<file path="src/rtl/if_stage.sv">
// Instruction-fetch stage: owns the PC and the IF/ID pipeline register.
// The instruction ROM is external and reads combinationally from imem_addr.
// Optional build macro IF_PERF_CNT_EN adds fetch/stall/bubble counters.
module if_stage #(
  parameter logic [31:0] RESET_PC = 32'h0000_0000,
  parameter int          IMEM_AW  = 6,
  parameter logic [31:0] NOP_INST = 32'h0000_0000
) (
  input  logic               clk,
  input  logic               reset,
  input  logic               stall,
  input  logic               flush,
  input  logic               redirect_valid,
  input  logic [31:0]        redirect_pc,
  output logic [IMEM_AW-1:0] imem_addr,
  input  logic [31:0]        imem_rdata,
  output logic [31:0]        pc,
  output logic [31:0]        if_id_inst,
  output logic [31:0]        if_id_pc,
  output logic [31:0]        if_id_pc_plus4,
  output logic               if_id_valid
`ifdef IF_PERF_CNT_EN
  ,
  output logic [31:0]        fetch_cnt,
  output logic [31:0]        stall_cnt,
  output logic [31:0]        bubble_cnt
`endif
);

  logic [31:0] pc_reg, pc_next;
  logic [31:0] inst_reg, inst_next;
  logic [31:0] id_pc_reg, id_pc_next;
  logic [31:0] id_pc4_reg, id_pc4_next;
  logic        valid_reg, valid_next;
  logic [31:0] pc_plus4;
  logic        fetch_evt;
  logic        stall_evt;
  logic        bubble_evt;

  // Targets are always word aligned; the two low bits of redirect_pc are dropped.
  logic [1:0] unused_redirect_lsbs;
  assign unused_redirect_lsbs = redirect_pc[1:0];

  // Wraps modulo 2^32 naturally.
  assign pc_plus4 = pc_reg + 32'd4;

  // Next-state selection: redirect beats flush beats stall beats normal fetch.
  always_comb begin
    pc_next     = pc_reg;
    inst_next   = inst_reg;
    id_pc_next  = id_pc_reg;
    id_pc4_next = id_pc4_reg;
    valid_next  = valid_reg;
    fetch_evt   = 1'b0;
    stall_evt   = 1'b0;
    bubble_evt  = 1'b0;
    if (redirect_valid) begin
      // The branch is older than whatever caused the stall, so stall is ignored.
      pc_next     = {redirect_pc[31:2], 2'b00};
      inst_next   = NOP_INST;
      id_pc_next  = 32'd0;
      id_pc4_next = 32'd0;
      valid_next  = 1'b0;
      bubble_evt  = 1'b1;
    end else if (flush) begin
      inst_next   = NOP_INST;
      id_pc_next  = 32'd0;
      id_pc4_next = 32'd0;
      valid_next  = 1'b0;
      bubble_evt  = 1'b1;
      if (!stall) begin
        pc_next = pc_plus4;
      end
    end else if (stall) begin
      stall_evt = 1'b1;
    end else begin
      pc_next     = pc_plus4;
      inst_next   = imem_rdata;
      id_pc_next  = pc_reg;
      id_pc4_next = pc_plus4;
      valid_next  = 1'b1;
      fetch_evt   = 1'b1;
    end
  end

  // PC and IF/ID register with asynchronous reset.
  always_ff @(posedge clk or posedge reset) begin
    if (reset) begin
      pc_reg     <= RESET_PC;
      inst_reg   <= NOP_INST;
      id_pc_reg  <= 32'd0;
      id_pc4_reg <= 32'd0;
      valid_reg  <= 1'b0;
    end else begin
      pc_reg     <= pc_next;
      inst_reg   <= inst_next;
      id_pc_reg  <= id_pc_next;
      id_pc4_reg <= id_pc4_next;
      valid_reg  <= valid_next;
    end
  end

  // ROM address uses only the low word bits; upper PC bits alias.
  assign imem_addr      = pc_reg[IMEM_AW+1:2];
  assign pc             = pc_reg;
  assign if_id_inst     = inst_reg;
  assign if_id_pc       = id_pc_reg;
  assign if_id_pc_plus4 = id_pc4_reg;
  assign if_id_valid    = valid_reg;

`ifdef IF_PERF_CNT_EN
  logic [31:0] fetch_cnt_reg, stall_cnt_reg, bubble_cnt_reg;

  // Free-running wrapping event counters.
  always_ff @(posedge clk or posedge reset) begin
    if (reset) begin
      fetch_cnt_reg  <= 32'd0;
      stall_cnt_reg  <= 32'd0;
      bubble_cnt_reg <= 32'd0;
    end else begin
      if (fetch_evt)  fetch_cnt_reg  <= fetch_cnt_reg + 32'd1;
      if (stall_evt)  stall_cnt_reg  <= stall_cnt_reg + 32'd1;
      if (bubble_evt) bubble_cnt_reg <= bubble_cnt_reg + 32'd1;
    end
  end

  assign fetch_cnt  = fetch_cnt_reg;
  assign stall_cnt  = stall_cnt_reg;
  assign bubble_cnt = bubble_cnt_reg;
`else
  // Event strobes only feed the optional counters.
  logic unused_evts;
  assign unused_evts = fetch_evt ^ stall_evt ^ bubble_evt;
`endif

endmodule

</file>
<file path="config.mk">
export PLATFORM = sky130hd
export DESIGN_NAME = if_stage
export DESIGN_NICKNAME = d
export VERILOG_FILES = /design/src/rtl/if_stage.sv
export SDC_FILE = /design/constraint.sdc
export NUM_CORES = 1
export LEC_CHECK = 0
export ABC_AREA = 0
export BUFFER_PORTS_ARGS = -buffer_cell sky130_fd_sc_hd__buf_4
export CAP_MARGIN = 20
export CORE_ASPECT_RATIO = 0.6
export CORE_MARGIN = 2
export CORE_UTILIZATION = 50
export DETAILED_ROUTE_END_ITERATION = 8
export PLACE_DENSITY = 0.8
export SLEW_MARGIN = 20
export SYNTH_ARGS = -nofsm -noshare
export SYNTH_HDL_FRONTEND = slang
export SYNTH_SLANG_ARGS = --single-unit
</file>
<file path="constraint.sdc">
create_clock -name clk -period 4.75 [get_ports clk]
set_input_delay 0.95 -clock clk [delete_from_list [all_inputs] [get_ports clk]]
set_output_delay 0.95 -clock clk [all_outputs]
set_load 0.005 [all_outputs]
</file>
==> results.toml, run 1 <==
[die]
die_h_um = 87.0
die_x_um = 142
rows = 30
start_util_pct = 51.0
core-area_mm2 = 0.0113
fp.dieArea_mm2 = 0.0124
io_pins = 204

[sta]
final_max_slew_viol_count = 0
slew_headroom_pct = 35.1
worst_pin_slew_ps = 972
timing.final.crit_share_pct = 53.2
skew_ps = 9.90
period_needed_ps = 2530
rsz0062_at_grt = "no"
finalSetupTns_ps = 0
hold_viol = 0
setup_violations = 0
max_freq_ghz = 0.396

[worst_setup_path]
path_class = "flip-flop to flip-flop"
cp_slowest_cell = "or4_1"
worst_setup_path_end_kind = "flip-flop"
worstPathArrival_ps = 2850
r2r_setup_slack_ps = 2220
crit_path_cell_trace = "ha_1, and3_1, nand2_1, or4_1, a31oi_1"
worstSetupStartpointType = "flip-flop"
cp-startpoint = "pc[2]"
rr_startpoint = "pc[2]"
critPathMaxFanout = 16
crit_buf_inv = 0
cp.required_ps = 5070
critPathTopFamily = "simple AND/OR/NAND/NOR gates"
slowest_delay_ps = 620

[global_route]
antenna_found_initial = 0
grt_pass1_vias = 5092
grt_pass1_wl_mm = 26.7
grt.total_usage_pct = 28.0
overflow = 0
grt_max_degree = 70

[pwr]
p_leak_nw = 3.70
peakVddDrop_mv = 0.285
p_per_area_mw_per_mm2 = 369

[finish]
drive_gt1_share_pct = 33.7
nets = 783
diodes = 0
syn2layout_area_growth_pct = 36.3
fin_cells = 870
fillCellCount = 838
largest_reg_flops = 32

[job]
maxCapViolCount = 0

[detailed_routing]
routed_wirelength_mm = 17.1
drc = 0
route.detailed.wl_per_inst_um = 19.7
routed_via_density = 6.12
drt_pass1_iterations = 5
postRouteAntennaNets = 0
num_vias = 5325
drtIter0Drc = 562

[place]
gp_congestion = 0.808
place_hpwl_mm = 11.4
io_buffers = 199
dp.cells = 838

[worst_hold_path]
min_from = "if_id_pc_plus4[12]"
holdCritPathClass = "flip-flop to flip-flop"

[synth]
synthTopCellsByArea = "dfrtp_1 (54%), a22o_1 (9.5%), nand2_1 (3.5%)"
netlist.area_leader.share_pct = 54.1
synthCells = 549
syn_area_mm2 = 0.00574
post-synth-top-count-cell = "dfrtp_1"
ys_top_cells_by_count = "dfrtp_1 (124), a22o_1 (62), nand2_1 (54)"
yosysUniqueCellTypes = 45
synth_area_leader_cell = "dfrtp_1"
seq_area_frac_synth_pct = 54.1
ys.flop_type = "dfrtp_1"
async_reset_ff_share_pct = 100
synth_area_per_cell_um2 = 10.5
ys_ff_latch = 124
synth-edff-count = 0
yosysWarnings = 0

[cts]
cts_resized = 0
clk_pin_slew_worst_paths_ps = 60
ctsHoldBuffers = 0
cts_setup_buffers = 0
clock_sinks = 124
h-tree-depth = 4
cts_tree = "done"
root_buffer = "clkbuf_16"
clockBufferDepth = 2
cts_buffers = 17
worstSkewPairLatency_ps = 410

[run_status]
outcome = "completed"
## metal layers
layer / up-vias / GRT usage [%] / routed length [µm]
met1: 2629 / 39.1 / 7540
met2: 298 / 42.8 / 7740
met3: 23 / 7.26 / 1560
li1: 2375 / - / -
met4: 0 / 9.72 / 276
met5: - / 0 / 0
## where the power goes
part           internal [W]  leakage, nW  total (W)  switching, W
clock              0.000903        0.299    0.00137      0.000468
combinational      0.000163         1.77   0.000309      0.000146
sequential          0.00111         1.64    0.00120     0.0000917
total               0.00218         3.70    0.00288      0.000706
## worst min-delay path: cells and delay by family, from the launching register on
family	cells	cell delay, ps
compound gates	1	60
flops	1	340
simple gates	1	50
## logic make-up (layout without fill, tap and decap cells)
group | count (synthesis) | count (layout) | synth area share, %
AND/OR/NAND/NOR | 188 | 188 | 17.8
AO/OA/AOI/OAI | 142 | 142 | 18.5
flip-flops | 124 | 124 | 54.1
buffers and inverters | 68 | 244 | 5.47
XOR/XNOR | 24 | 24 | 3.66
adder cells (fa/ha/maj) | 1 | 1 | 0.218
other | 1 | 2 | 0.0654
multiplexers | 1 | 1 | 0.174
## cell usage in the layout, fill, tap and decap left out, types with 7 or more instances in the layout
cell type and n:
o21ai_0 31, o211ai_1 14, a31oi_1 14, buf_4 207, nand4_1 10, nand3_1 33, xnor2_1 18, nor2_1 22
nand2_1 54, or4_1 26, a22o_1 62, nor3_1 7, dfrtp_1 124, o31ai_1 10, or3_1 7, clkbuf_16 17
## final cells by class
type	count	area, µm²	share of cell area [%]
clock buffers	21	460	5.89
clock inverters	11	166	2.13
inverters	5	21.3	0.272
multi-input cells	358	2330	29.9
flip-flops and latches	124	3100	39.7
well taps	144	180	2.30
repair buffers	207	1550	19.9
## through the flow
step | util [%] | setup WS, ps | hold WS, ps | area, µm² | power (W)
finish | 69.4 | 2220 | 490 | 7820 | 0.00288
global route | 69.4 | 2060 | 516 | 7820 | 0.00299
CTS | 69.4 | 2230 | 492 | 7820 | 0.00290
detailed placement | 63.9 | 1810 | 477 | 7190 | 0.00153
global placement | 63.9 | 1920 | 467 | 7190 | 0.00151
floorplan | - | 501 | 473 | 5740 | 0.00135
## worst paths after layout
check,to,cells past startpoint
worst max-delay path,pc[30],5
worst min-delay path,if_id_pc_plus4[12],2
worst max register to register,pc[30],5
worst min register to register,if_id_pc_plus4[12],2
max in group asynchronous,if_id_inst[13],3
min in group asynchronous,if_id_inst[8],2
(Power assumes the default switching activity.)
==> run 2: changes to the inputs <==
- CORE_UTILIZATION: 50 -> 45
- PLACE_DENSITY: 0.8 -> 0.76
- clock period: 4.75 -> 2.2 ns (I/O delays scaled with it)
==> results.toml, run 2 (same netlist as run 1, synthesis figures left out) <==
[die]
die_x_um = 150
start_util_pct = 46.8
io_pins = 204
rows = 31
fp.dieArea_mm2 = 0.0137
core-area_mm2 = 0.0123
die_h_um = 91.5

[worst_setup_path]
worstPathArrival_ps = 2470
worst-r2r-cell-count = 4
path_class = "flip-flop to flip-flop"
cp.required_ps = 2540
critPathMaxFanout = 10
worstSetupStartpointType = "flip-flop"
r2r_setup_slack_ps = 70
slowest_delay_ps = 580
crit_path_cell_trace = "and4_1, nand4_1, or4_1, a31oi_1"
worst_r2r_endpoint = "pc[26]"
worst_setup_path_end_kind = "flip-flop"
cp_slowest_cell = "dfrtp_1"
rr_startpoint = "pc[16]"

[finish]
seqCellArea_mm2 = 0.00311
multiInputGateArea_mm2 = 0.00234
largest_reg_flops = 32
layout_commonest_cell = "buf_4"
fin_cells = 931
fillCellCount = 959
layout_common_cells = "buf_4 (241), dfrtp_1 (121), a22o_1 (62)"
drive_gt1_share_pct = 38.1
syn2layout_area_growth_pct = 43.4
diodes = 0
nets = 823

[sta]
period_needed_ps = 2130
finalSetupTns_ps = 0
setup_violations = 0
layout_setup_ws_ps = 74.3
rsz0062_at_grt = "no"
skew_ps = 6.08
hold_viol = 0
final_max_slew_viol_count = 0
max_freq_ghz = 0.470
timing.final.crit_share_pct = 96.6

[detailed_routing]
drc = 0
num_vias = 5461
drtIter0Drc = 526
routed_via_density = 5.87
routed_wirelength_mm = 18.3
route.detailed.wl_per_inst_um = 19.7
postRouteAntennaNets = 0
drt_pass1_iterations = 6

[place]
dp_slack_ps = -6.76
io_buffers = 199
place_hpwl_mm = 13.1
gp_congestion = 0.959
dp.cells = 899

[pwr]
p_per_area_mw_per_mm2 = 767
pwr-share-comb_pct = 13.3
p_leak_nw = 3.90
p_switching_w = 0.00165
peakVddDrop_mv = 0.468
netSwitchingFraction_pct = 26.1
p_int_w = 0.00466
p_clk_share_pct = 46.4
p_seq_share_pct = 40.2

[cts]
ctsHoldBuffers = 0
cts_tree = "done"
clock_sinks = 124
clk_pin_slew_worst_paths_ps = 60
root_buffer = "clkbuf_16"
clockBufferDepth = 2
cts_buffers = 17
cts_resized = 1
worstSkewPairLatency_ps = 420
h-tree-depth = 4
cts_setup_buffers = 0

[job]
maxCapViolCount = 0

[global_route]
grt_pass1_wl_mm = 28.5
grt_max_degree = 72
grt.total_usage_pct = 27.0
grt_pass1_vias = 5236
overflow = 0
antenna_found_initial = 0

[run_status]
outcome = "completed"

[worst_hold_path]
holdCritPathClass = "input pin to async pin"
[run 2: changes by cell type in the layout (fill, tap and decap cells not counted), moves of 2 or more]
cell      change
buf_4        +34
buf_12        +6
inv_6         +6
clkinv_2      -3
dfrtp_1       -3
dfrtp_2       +3
clkbuf_1      -2
[run 2: how the worst max path moves through the flow]
| stage | cells after the start | startpoint | endpoint |
|---|---|---|---|
| 6_report | 4 | pc[16] | pc[26] |
| 5_1_grt | 4 | pc[16] | pc[26] |
| 4_1_cts | 5 | pc[2] | if_id_pc_plus4[26] |
| 3_5_place_dp | 5 | pc[2] | pc[22] |
| 3_3_place_gp | 5 | pc[2] | if_id_pc_plus4[26] |
| 2_1_floorplan | 5 | pc[2] | if_id_pc_plus4[26] |
[run 2: area by class of cell]
| cell class | instances | share of cell area (%) |
|---|---|---|
| Clock buffer | 18 | 5.34 |
| Clock inverter | 14 | 2.22 |
| Inverter | 5 | 0.274 |
| Multi-Input combinational cell | 358 | 28.5 |
| Sequential cell | 124 | 37.8 |
| Tap cell | 165 | 2.51 |
| Timing Repair Buffer | 247 | 23.4 |
[run 2: metal layers]
layer / vias up / global-route usage (%) / share of wire (%) / routed length, µm
met5: - / 0 / 0 / 0
met4: 0 / 8.41 / 1.5 / 269
met3: 26 / 7.59 / 11 / 1980
met2: 289 / 37.7 / 44 / 8020
met1: 2689 / 40.4 / 44 / 8050
li1: 2457 / - / - / -
[run 2: worst max-delay path: cells and delay by family, from the launching register on]
| kind | cells | cell delay [ps] |
|---|---|---|
| simple gates | 3 | 1310 |
| compound gates | 1 | 160 |
| flops | 1 | 580 |
[run 2: power by group through the flow]
stage               combinational [W]  sequential [W]  clock (W)
global route                 0.000909         0.00255    0.00307
finish                       0.000842         0.00254    0.00293
CTS                          0.000842         0.00253    0.00297
detailed placement           0.000837         0.00257          0
floorplan                    0.000364         0.00254          0
global placement             0.000819         0.00256          0
[run 2: stage by stage]
step | util [%] | power (W) | instance area, µm² | hold WS, ps
finish | 67.1 | 0.00631 | 8230 | 28.1
global route | 67.1 | 0.00653 | 8230 | 46.6
CTS | 67.1 | 0.00635 | 8220 | 25.1
detailed placement | 62.0 | 0.00341 | 7600 | 474
global placement | 62.0 | 0.00338 | 7600 | 471
floorplan | - | 0.00290 | 5750 | 473
==> run 3: changes to the inputs <==
- CORE_MARGIN: 2 -> 3
- RECOVER_POWER: not set -> 25
==> results.toml, run 3 (same netlist as run 1, synthesis figures left out) <==
[pwr]
peakVddDrop_mv = 0.532
p_per_area_mw_per_mm2 = 786
p_leak_nw = 3.90

[finish]
final_util_pct = 66.9
layout_common_cells = "buf_4 (242), dfrtp_1 (123), a22o_1 (62)"
syn2layout_area_growth_pct = 42.9
fillCellCount = 944
largest_reg_flops = 32
diodes = 0
drive_gt1_share_pct = 38.0
layout_commonest_cell = "buf_4"
nets = 823

[worst_setup_path]
cp.required_ps = 2550
critPathTopFamily = "simple AND/OR/NAND/NOR gates"
crit_buf_inv = 0
cp_slowest_cell = "or4_1"
slowest_delay_ps = 620
worst_setup_path_end_kind = "flip-flop"
worstSetupStartpointType = "flip-flop"
path_class = "flip-flop to flip-flop"
r2r_setup_slack_ps = 50
critPathMaxFanout = 4
crit_path_cell_trace = "ha_2, nand3_1, or4_1, or4_1, nand3_1"
worstPathArrival_ps = 2500

[global_route]
overflow = 0
grt_max_degree = 94
grt_pass1_vias = 5348
grt.total_usage_pct = 27.0
antenna_found_initial = 0
grt_pass1_wl_mm = 29.6

[place]
place_hpwl_mm = 13.2
io_buffers = 199
gp_congestion = 0.959

[sta]
finalSetupTns_ps = 0
skew_ps = 9.77
hold_viol = 0
max_freq_ghz = 0.466
timing.final.crit_share_pct = 97.6
period_needed_ps = 2150
rsz0062_at_grt = "no"
final_max_slew_viol_count = 0
worst_pin_slew_ps = 1130
slew_headroom_pct = 24.8
setup_violations = 0

[detailed_routing]
routed_via_density = 5.96
drt_pass1_iterations = 6
drtIter0Drc = 506
routed_wirelength_mm = 19.1
num_vias = 5539
route.detailed.wl_per_inst_um = 20.5
postRouteAntennaNets = 0
drc = 0

[cts]
worstSkewPairLatency_ps = 410
cts_tree = "done"
clock_sinks = 124
clk_pin_slew_worst_paths_ps = 60
root_buffer = "clkbuf_16"
cts_buffers = 17
clockBufferDepth = 2
h-tree-depth = 4
ctsHoldBuffers = 0
cts_setup_buffers = 0
cts_resized = 1

[job]
maxCapViolCount = 0

[die]
die_h_um = 93.5
start_util_pct = 46.8
die_x_um = 152
io_pins = 204
core-area_mm2 = 0.0123
rows = 31
fp.dieArea_mm2 = 0.0142

[run_status]
outcome = "completed"

[worst_hold_path]
holdCritPathClass = "input pin to async pin"
run 3: changes by cell type in the layout (fill, tap and decap cells not counted), sizes merged:
cell / change
buf: -3
bufinv: +2
clkbuf: +2
clkinv: +4
clkinvlp: -1
inv: -5
run 3: final timing paths:
kind	from	to	cells after the start
setup / recovery	pc[3]	if_id_pc_plus4[26]	5
hold / removal	reset	if_id_inst[2]	2
setup reg to reg	pc[3]	if_id_pc_plus4[26]	5
hold reg to reg	if_id_pc_plus4[19]	if_id_pc_plus4[19]	2
max in group asynchronous	reset	pc[15]	3
min in group clk	flush	if_id_valid	2
run 3: area by class of cell:
| type | instances | area (µm²) | area share, % |
|---|---|---|---|
| multi-input combinational | 358 | 2350 | 28.6 |
| sequential | 124 | 3100 | 37.8 |
| inverter | 5 | 20.0 | 0.244 |
| clock buffer | 17 | 425 | 5.19 |
| timing repair buffer | 247 | 1880 | 22.9 |
| tap | 165 | 206 | 2.52 |
| clock inverter | 14 | 219 | 2.67 |
run 3: per-layer routing:
layer | track usage, % | wire, µm | up-vias
met5 | 1.92 | 0 | -
met4 | 8.52 | 300 | 0
met3 | 9.35 | 2220 | 42
met2 | 36.2 | 8260 | 318
met1 | 40.3 | 8270 | 2719
li1 | - | - | 2460
run 3: power breakdown:
part           total (W)  internal (W)  switching, W
Clock            0.00306       0.00201       0.00105
Combinational   0.000854      0.000423      0.000431
Sequential       0.00254       0.00240      0.000138
Total            0.00645       0.00483       0.00162
run 3: stage by stage:
step	area [µm²]	std cells	worst slack, ps	total power [W]	hold WS, ps
3_5_place_dp	7570	899	19.7	0.00342	465
4_1_cts	8220	930	15.4	0.00647	29.4
6_report	8200	930	53.1	0.00645	99.3
3_3_place_gp	7570	899	108	0.00339	463
2_1_floorplan	5750	550	161	0.00290	473
5_1_grt	8200	930	0.547	0.00667	135
